`src/rtl/div_unit.sv`:
```
// div_unit: 32-bit signed/unsigned restoring divider, one quotient bit per cycle.
// Define DIV_ZERO_FLAG_EN to add the div_by_zero output flag.
module div_unit (
    input  logic        clk,
    input  logic        resetn,
    input  logic        div_start,
    input  logic        div_signed,
    input  logic [31:0] div_src1,
    input  logic [31:0] div_src2,
`ifdef DIV_ZERO_FLAG_EN
    output logic        div_by_zero,
`endif
    output logic        div_busy,
    output logic        div_done,
    output logic [31:0] div_quotient,
    output logic [31:0] div_remainder
);
    typedef enum logic [1:0] {IDLE, CALC, FIX, DONE} state_t;
    state_t      state_q, state_d;
    logic [63:0] acc_q, acc_d, shl;
    logic [31:0] dvs_q, dvs_d, quot_q, quot_d, rem_q, rem_d, mag1, mag2;
    logic [32:0] diff;
    logic [5:0]  cnt_q, cnt_d;
    logic        qneg_q, qneg_d, rneg_q, rneg_d, a_neg, b_neg;
    assign a_neg = div_signed & div_src1[31];
    assign b_neg = div_signed & div_src2[31];
    assign mag1  = a_neg ? -div_src1 : div_src1;
    assign mag2  = b_neg ? -div_src2 : div_src2;
    // acc holds {partial remainder, dividend/quotient bits}; shifted left each step
    assign shl   = acc_q << 1;
    assign diff  = {1'b0, shl[63:32]} - {1'b0, dvs_q};
    always_comb begin
        state_d = state_q;
        acc_d   = acc_q;
        dvs_d   = dvs_q;
        quot_d  = quot_q;
        rem_d   = rem_q;
        cnt_d   = cnt_q;
        qneg_d  = qneg_q;
        rneg_d  = rneg_q;
        case (state_q)
            IDLE: if (div_start) begin
                if (div_src2 == 32'd0) begin
                    quot_d  = '1;
                    rem_d   = div_src1;
                    state_d = DONE;
                end else begin
                    acc_d   = {32'd0, mag1};
                    dvs_d   = mag2;
                    qneg_d  = a_neg ^ b_neg;
                    rneg_d  = a_neg;
                    cnt_d   = 6'd0;
                    state_d = CALC;
                end
            end
            CALC: begin
                acc_d   = diff[32] ? shl : {diff[31:0], shl[31:0] | 32'd1};
                cnt_d   = cnt_q + 6'd1;
                state_d = (cnt_q == 6'd31) ? FIX : CALC;
            end
            FIX: begin
                quot_d  = qneg_q ? -acc_q[31:0] : acc_q[31:0];
                rem_d   = rneg_q ? -acc_q[63:32] : acc_q[63:32];
                state_d = DONE;
            end
            DONE:    state_d = IDLE;
            default: state_d = IDLE;
        endcase
    end
    always_ff @(posedge clk or negedge resetn) begin
        if (!resetn) begin
            state_q <= IDLE;
            acc_q   <= '0;
            dvs_q   <= '0;
            quot_q  <= '0;
            rem_q   <= '0;
            cnt_q   <= '0;
            qneg_q  <= 1'b0;
            rneg_q  <= 1'b0;
        end else begin
            state_q <= state_d;
            acc_q   <= acc_d;
            dvs_q   <= dvs_d;
            quot_q  <= quot_d;
            rem_q   <= rem_d;
            cnt_q   <= cnt_d;
            qneg_q  <= qneg_d;
            rneg_q  <= rneg_d;
        end
    end
    assign div_busy      = (state_q == CALC) || (state_q == FIX);
    assign div_done      = (state_q == DONE);
    assign div_quotient  = quot_q;
    assign div_remainder = rem_q;
`ifdef DIV_ZERO_FLAG_EN
    logic dz_q;
    always_ff @(posedge clk or negedge resetn) begin
        if (!resetn)
            dz_q <= 1'b0;
        else if (state_q == IDLE && div_start)
            dz_q <= (div_src2 == 32'd0);
    end
    assign div_by_zero = div_done & dz_q;
`endif
endmodule

```
`config.mk`:
```
export PLATFORM = sky130hd
export DESIGN_NAME = div_unit
export DESIGN_NICKNAME = d
export VERILOG_FILES = /design/src/rtl/div_unit.sv
export SDC_FILE = /design/constraint.sdc
export NUM_CORES = 1
export LEC_CHECK = 0
export ABC_AREA = 0
export CAP_MARGIN = 10
export CORE_ASPECT_RATIO = 1.4
export CORE_UTILIZATION = 58
export DETAILED_ROUTE_END_ITERATION = 6
export PLACE_DENSITY = 0.91
export SYNTH_ARGS = -nofsm -noshare
export SYNTH_HDL_FRONTEND = slang
export SYNTH_SLANG_ARGS = --single-unit
export TNS_END_PERCENT = 50
```
`constraint.sdc`:
```
create_clock -name clk -period 3.5 [get_ports clk]
set_input_delay 0.7 -clock clk [delete_from_list [all_inputs] [get_ports clk]]
set_output_delay 0.7 -clock clk [all_outputs]
set_load 0.03 [all_outputs]
```
==> impl_results.md, run 1 <==
* Post-CTS Setup Inserts at 0
* Worst hold slack at 0.315 ns
* Starting Density at 0.595
* R2R Setup Slk at 0.12 ns
* Unique masters post-synth at 69
* Hold Path Class: primary input to async pin
* Synthesized Nets at 1551
* Chip width at 123 um
* Crit path top cell by count: o21ai_0
* # DRC at 0
* R2r worst-path depth at 13
* Synth Area in Compound Gates at 0.246
* VDD IR max at 0.449 mV
* Max cap viols at 0
* Gpl congestion at 0.975
* Crit. End Element: flop
* Fmax at 296 MHz
* P&R area growth vs syn at 21.2%
* Req. time, crit path at 3.82 ns
* Worst setup endpoint: acc_q[42]
* Worst Setup SP: acc_q[31]
* DR WL/cell at 17.4 um
* Nets at 1684
* Antenna violations before repair at 1
* Most used DFF post-synth: dfrtp_1
* Slew Viols, Final at 0
* Synthesized flop and latch total at 170
* Critical path type: flop to flop
* Die H at 171 um
* Startpoint Class: flop
* CP Cell Sequence: inv_1 -> ha_1 -> fa_1 -> nor2b_1 -> o2111ai_1 -> a21boi_0 -> o21ai_0 -> and3_1 -> nor3_2 -> buf_4 -> buf_12 -> o21ai_0 -> a32o_1
* CTS tree: done
* Critical Path AT at 3.70 ns
* Total Routing Usage GR at 0.315
* Max clock buf depth at 2
* Layout filler cell count at 1416
* Final Cycle Share at 0.966
* Number of synthesized flops with an enable pin at 0
* Register Area at 4250 um2
* Multi-input gate area at 7080 um2
* Pwr/cell area at 769 nW/um2
* Highest-delay cell along the critical path: fa_1
* DP Area at 13800 um2
* Worst skew pair latency at 0.44 ns
* Rows at 61
* Post-Synth Simple-Gate Area at 0.184
* Yosys Warn Count at 0
* Vias per inst at 6.30
* Setup TNS at 0 ns
* Largest family of logic cells by synthesized area: compound AO/OA/AOI/OAI gates
* Largest net degree at the start of global routing at 81
* Tot Pwr at 11.0 mW
* Core area at 19900 um2
* DRT iter0 DRCs at 1035
* Xor and xnor fraction of the mapped netlist area at 0.103
* Cells after synthesis at 1439
* Die area at 21000 um2
* First-pass GRT wire length at 52600 um
* Least-Margin Pin Slew at 0.954 ns
* Leak pwr at 6.07 nW
* Routed Antenna Nets at 0
* Drt pass-1 iters at 5
* IO Pins at 134
* Hold Buf Count CTS at 0
* Buffers on Ports at 133
* Post-Syn Area per Cell at 8.23 um2
* Synth Area in Adders at 0.0471
* Cell area after synthesis at 11900 um2
* Largest fanout on the critical path at 26
* Outcome: finished clean
* Ys async rst share at 1.00
* Clock Skew at 0.00566 ns
* TritonCTS Buffers at 17
* Final setup violation count at 0
* Seq/Total Area, Yosys at 0.359
* H-tree depth at 4
* Final wirelength at 32000 um
* Layout cell share with drive strength beyond 1 at 0.0858
* Worst R2R Start: acc_q[31]
* Clock-pin transition on the worst setup and hold timing paths at 0.06 ns
* Reg2reg end: acc_q[42]
* Final min period at 3.38 ns
* Post-route cell area at 14400 um2
* Slew Limit Headroom at 0.364
* TritonCTS Sinks at 170
* Fin. Hold Viols at 0
* Total gr overflow at 0
* Vias at 11600
* Slowest stage delay, CP at 0.41 ns
* Final HPWL DP at 23300 um
* Unrepaired setup endpoints after global routing: no
* Root Buffer: clkbuf_16
* Mux contribution to synthesized area at 0.0147
* Vias in the first global route at 11300
* Post_cts resized at 0
## flip-flops by register name, summed over array words and instances (netlist names)
signal         flops
acc_q             64
cnt_q              6
div_quotient      32
div_remainder     32
dvs_q             32
qneg_q             1
rneg_q             1
state_q            2
## synth_stat cells, types with 11 or more instances
library cell / n / area, um2
a21o_1: 20 / 150
a21oi_1: 101 / 505
a31oi_1: 44 / 275
buf_2: 12 / 60.1
clkbuf_1: 62 / 233
dfrtp_1: 170 / 4250
ha_1: 43 / 538
inv_1: 55 / 206
mux2i_1: 14 / 140
nand2_1: 179 / 672
nand3_1: 17 / 85.1
nor2_1: 109 / 409
nor2b_1: 11 / 68.8
nor3_1: 30 / 150
nor4_1: 13 / 81.3
o211ai_1: 29 / 218
o21ai_0: 134 / 671
o21ai_1: 32 / 160
o31ai_1: 30 / 225
o41ai_1: 17 / 149
or3_1: 22 / 138
or4_1: 13 / 97.6
xnor2_1: 51 / 447
xor2_1: 88 / 771
## critical path, delay by kind of cell (launching register included)
family,cells,cell delay [ns]
flops,1,0.40
simple gates,3,0.70
compound gates,5,1.11
buf+inv,3,0.42
fa+ha+maj,2,0.62
## final cells by class
cell class | count | share of cell area
antenna | 1 | 0.000174
clock buffer | 20 | 0.0318
clock inverter | 12 | 0.00819
inverter | 55 | 0.0144
multi-input combinational | 1129 | 0.493
sequential | 170 | 0.296
tap | 252 | 0.0220
timing repair buffer | 199 | 0.134
## metal layers
metal,routed length (um),GRT usage
met2,16400,0.559
met4,1410,0.171
met5,0,0
met1,12200,0.358
met3,1950,0.0460
## power by group
part	switching [mW]	internal (mW)	total [mW]	leakage, nW
sequential	0.759	2.49	3.25	2.21
clock	0.815	1.02	1.84	0.269
combinational	3.48	2.47	5.95	3.59
## metrics by stage
| step | utilization | cells | worst slack [ns] |
|---|---|---|---|
| global route | 0.721 | 1838 | 0.0149 |
| detailed placement | 0.692 | 1805 | -0.122 |
| CTS | 0.721 | 1837 | 0.130 |
| floorplan | - | 1439 | 0.441 |
| global placement | 0.692 | 1805 | -0.0487 |
| finish | 0.721 | 1838 | 0.118 |
## cells in the final DEF, fill, tap and decap left out, drive strengths merged, types with 24 or more instances in the layout
cell | netlist | final
nand2 | 179 | 179
dfrtp | 170 | 170
inv | 55 | 56
nor3 | 32 | 32
ha | 43 | 43
xor2 | 88 | 88
o31ai | 32 | 32
nor2 | 109 | 109
a31oi | 44 | 44
or3 | 24 | 24
clkdlybuf4s50 | 0 | 132
xnor2 | 51 | 51
a21oi | 102 | 102
o211ai | 29 | 29
o21ai | 166 | 166
buf | 23 | 67
## logic make-up after synthesis
family,after synthesis
buffers and inverters,140
muxes,17
AOI/OAI and AO/OA,471
adders and majority gates,44
xor gates and xnor gates,139
DFF,170
and+or+nand+nor,458
## worst min path at each step
stage	startpoint	end	slack (ns)	cells past startpoint
2_1_floorplan	resetn	acc_q[0]	0.40	0
3_3_place_gp	div_remainder[21]	div_remainder[21]	0.47	1
3_5_place_dp	div_remainder[21]	div_remainder[21]	0.47	1
4_1_cts	resetn	div_quotient[9]	0.33	1
5_1_grt	resetn	div_quotient[8]	0.36	1
6_report	resetn	div_quotient[7]	0.31	1
Note: power is estimated with default switching activity, not from simulation.
==> run 2: changes to the inputs <==
CTS_BUF_LIST = sky130_fd_sc_hd__clkbuf_4 sky130_fd_sc_hd__clkbuf_8 sky130_fd_sc_hd__clkbuf_16   (was default)
==> impl_results.md, run 2 (synthesis results as in run 1) <==
* Met3 global-route usage at 0.0460
* Antenna violations before repair at 1
* Clock Skew at 0.00672 ns
* TritonCTS Sinks at 170
* Logic gate share of total power at 0.539
* Root Buffer: clkbuf_16
* Largest fanout on the critical path at 26
* Internal power at 5.99 mW
* Final worst slack at 0.146 ns
* Most frequent cells in the layout: nand2_1, dfrtp_1, o21ai_0, clkdlybuf4s50_1, nor2_1
* Clock-pin transition on the worst setup and hold timing paths at 0.07 ns
* Core area at 19900 um2
* IO Pins at 134
* Clock group share of total power at 0.167
* Req. time, crit path at 3.82 ns
* Worst Setup SP: acc_q[31]
* Slew Limit Headroom at 0.350
* Hold Buf Count CTS at 0
* Rows at 61
* Buffers on Ports at 133
* Layout cell share with drive strength beyond 1 at 0.0864
* Hold Path Class: primary input to async pin
* Starting Density at 0.595
* Die H at 171 um
* Final min period at 3.35 ns
* Unrepaired setup endpoints after global routing: no
* First-pass GRT wire length at 52900 um
* H-tree depth at 4
* Largest Register: acc_q
* Register share of total power at 0.294
* Worst R2R Start: acc_q[31]
* Crit. End Element: flop
* Slew Viols, Final at 0
* Fmax at 298 MHz
* Met1 Use GR at 0.361
* Total gr overflow at 0
* Chip width at 123 um
* Layer with the highest usage: met2
* Die area at 21000 um2
* Pwr/cell area at 770 nW/um2
* Vias per inst at 6.31
* Outcome: finished clean
* Least-Margin Pin Slew at 0.974 ns
* Drt pass-1 iters at 6
* Total Routing Usage GR at 0.317
* DRT iter0 DRCs at 1080
* Critical path type: flop to flop
* CTS tree: done
* Post-Place Setup Slack at -0.122 ns
* Worst skew pair latency at 0.44 ns
* DR WL/cell at 17.5 um
* Routed Antenna Nets at 0
* Fin. Hold Viols at 0
* VDD IR max at 0.449 mV
* Commonest non-fill, non-tap cell in the layout: nand2_1
* # DRC at 0
* Tot Pwr at 11.1 mW
* Leak pwr at 6.08 nW
* P&R area growth vs syn at 21.2%
* Largest net degree at the start of global routing at 81
* Critical Path AT at 3.68 ns
* M2 GR Usage at 0.562
* TritonCTS Buffers at 17
* Max reg flops at 64
* Final setup violation count at 0
* Gpl congestion at 0.975
* Vias in the first global route at 11300
* Final HPWL DP at 23300 um
* Switching portion of total power at 0.458
* Max cap viols at 0
* Startpoint Class: flop
* Vias at 11600
* Final Cycle Share at 0.958
* Max clock buf depth at 2
* Final wirelength at 32200 um
* P_sw at 5.07 mW
* Nets at 1684
[run 2: worst paths after layout]
kind | to | slack, ns | cells after the start
max | acc_q[42] | 0.15 | 13
min | div_quotient[8] | 0.30 | 1
max reg2reg | acc_q[42] | 0.15 | 13
min reg2reg | div_remainder[15] | 0.48 | 2
max in group asynchronous | acc_q[55] | 2.39 | 2
min in group clk | div_remainder[15] | 0.48 | 2
[run 2: worst max-delay path: stages, from the launching register on]
cell and delay [ns]:
dfrtp_1 0.40, inv_1 0.08, ha_1 0.21, fa_1 0.40, nor2b_1 0.28, o2111ai_1 0.17
a21boi_0 0.30, o21ai_0 0.25, and3_1 0.25, nor3_2 0.15, buf_4 0.17, buf_12 0.17
o21ai_0 0.11, a32o_1 0.28
[run 2: area by class of cell]
type	instances	area, um2
tap	252	315
antenna	1	2.50
clock buffer	20	460
clock inverter	12	118
timing repair buffer	199	1930
fill	1419	5560
sequential	170	4250
multi-input combinational	1129	7080
inverter	55	206
[run 2: repair_timing]
action / CTS / global route
endpoints found under the setup margin: 0 / 1
buffers inserted: 0 / 0
resized for setup: 0 / 1
[run 2: routing by layer]
| layer | up-vias | part of all wire |
|---|---|---|
| li1 | 5440 | - |
| met1 | 5458 | 0.38 |
| met2 | 580 | 0.51 |
| met3 | 125 | 0.066 |
| met4 | 0 | 0.046 |
| met5 | - | 0 |
[run 2: per-stage QoR]
| stage | util | hold WS, ns | setup TNS [ns] | instance area, um2 | std cells |
|---|---|---|---|---|---|
| detailed placement | 0.692 | 0.470 | -5.56 | 13800 | 1805 |
| finish | 0.721 | 0.301 | 0 | 14400 | 1838 |
| floorplan | - | 0.404 | 0 | 11900 | 1439 |
| global placement | 0.692 | 0.466 | -0.398 | 13800 | 1805 |
| global route | 0.721 | 0.367 | 0 | 14400 | 1838 |
| CTS | 0.721 | 0.327 | 0 | 14400 | 1837 |
[run 2: power groups by stage]
stage	Sequential, mW	Combinational, mW	Clock (mW)
2_1_floorplan	2.95	4.48	0
3_3_place_gp	3.21	5.49	0
3_5_place_dp	3.25	5.73	0
4_1_cts	3.23	5.86	1.85
5_1_grt	3.33	6.56	1.93
6_report	3.26	5.96	1.85
==> run 3: changes to the inputs <==
SKIP_LAST_GASP = 1   (was default)
==> results of run 3 <==
Same layout as run 2: the final DEF is identical, and so are final timing and power.
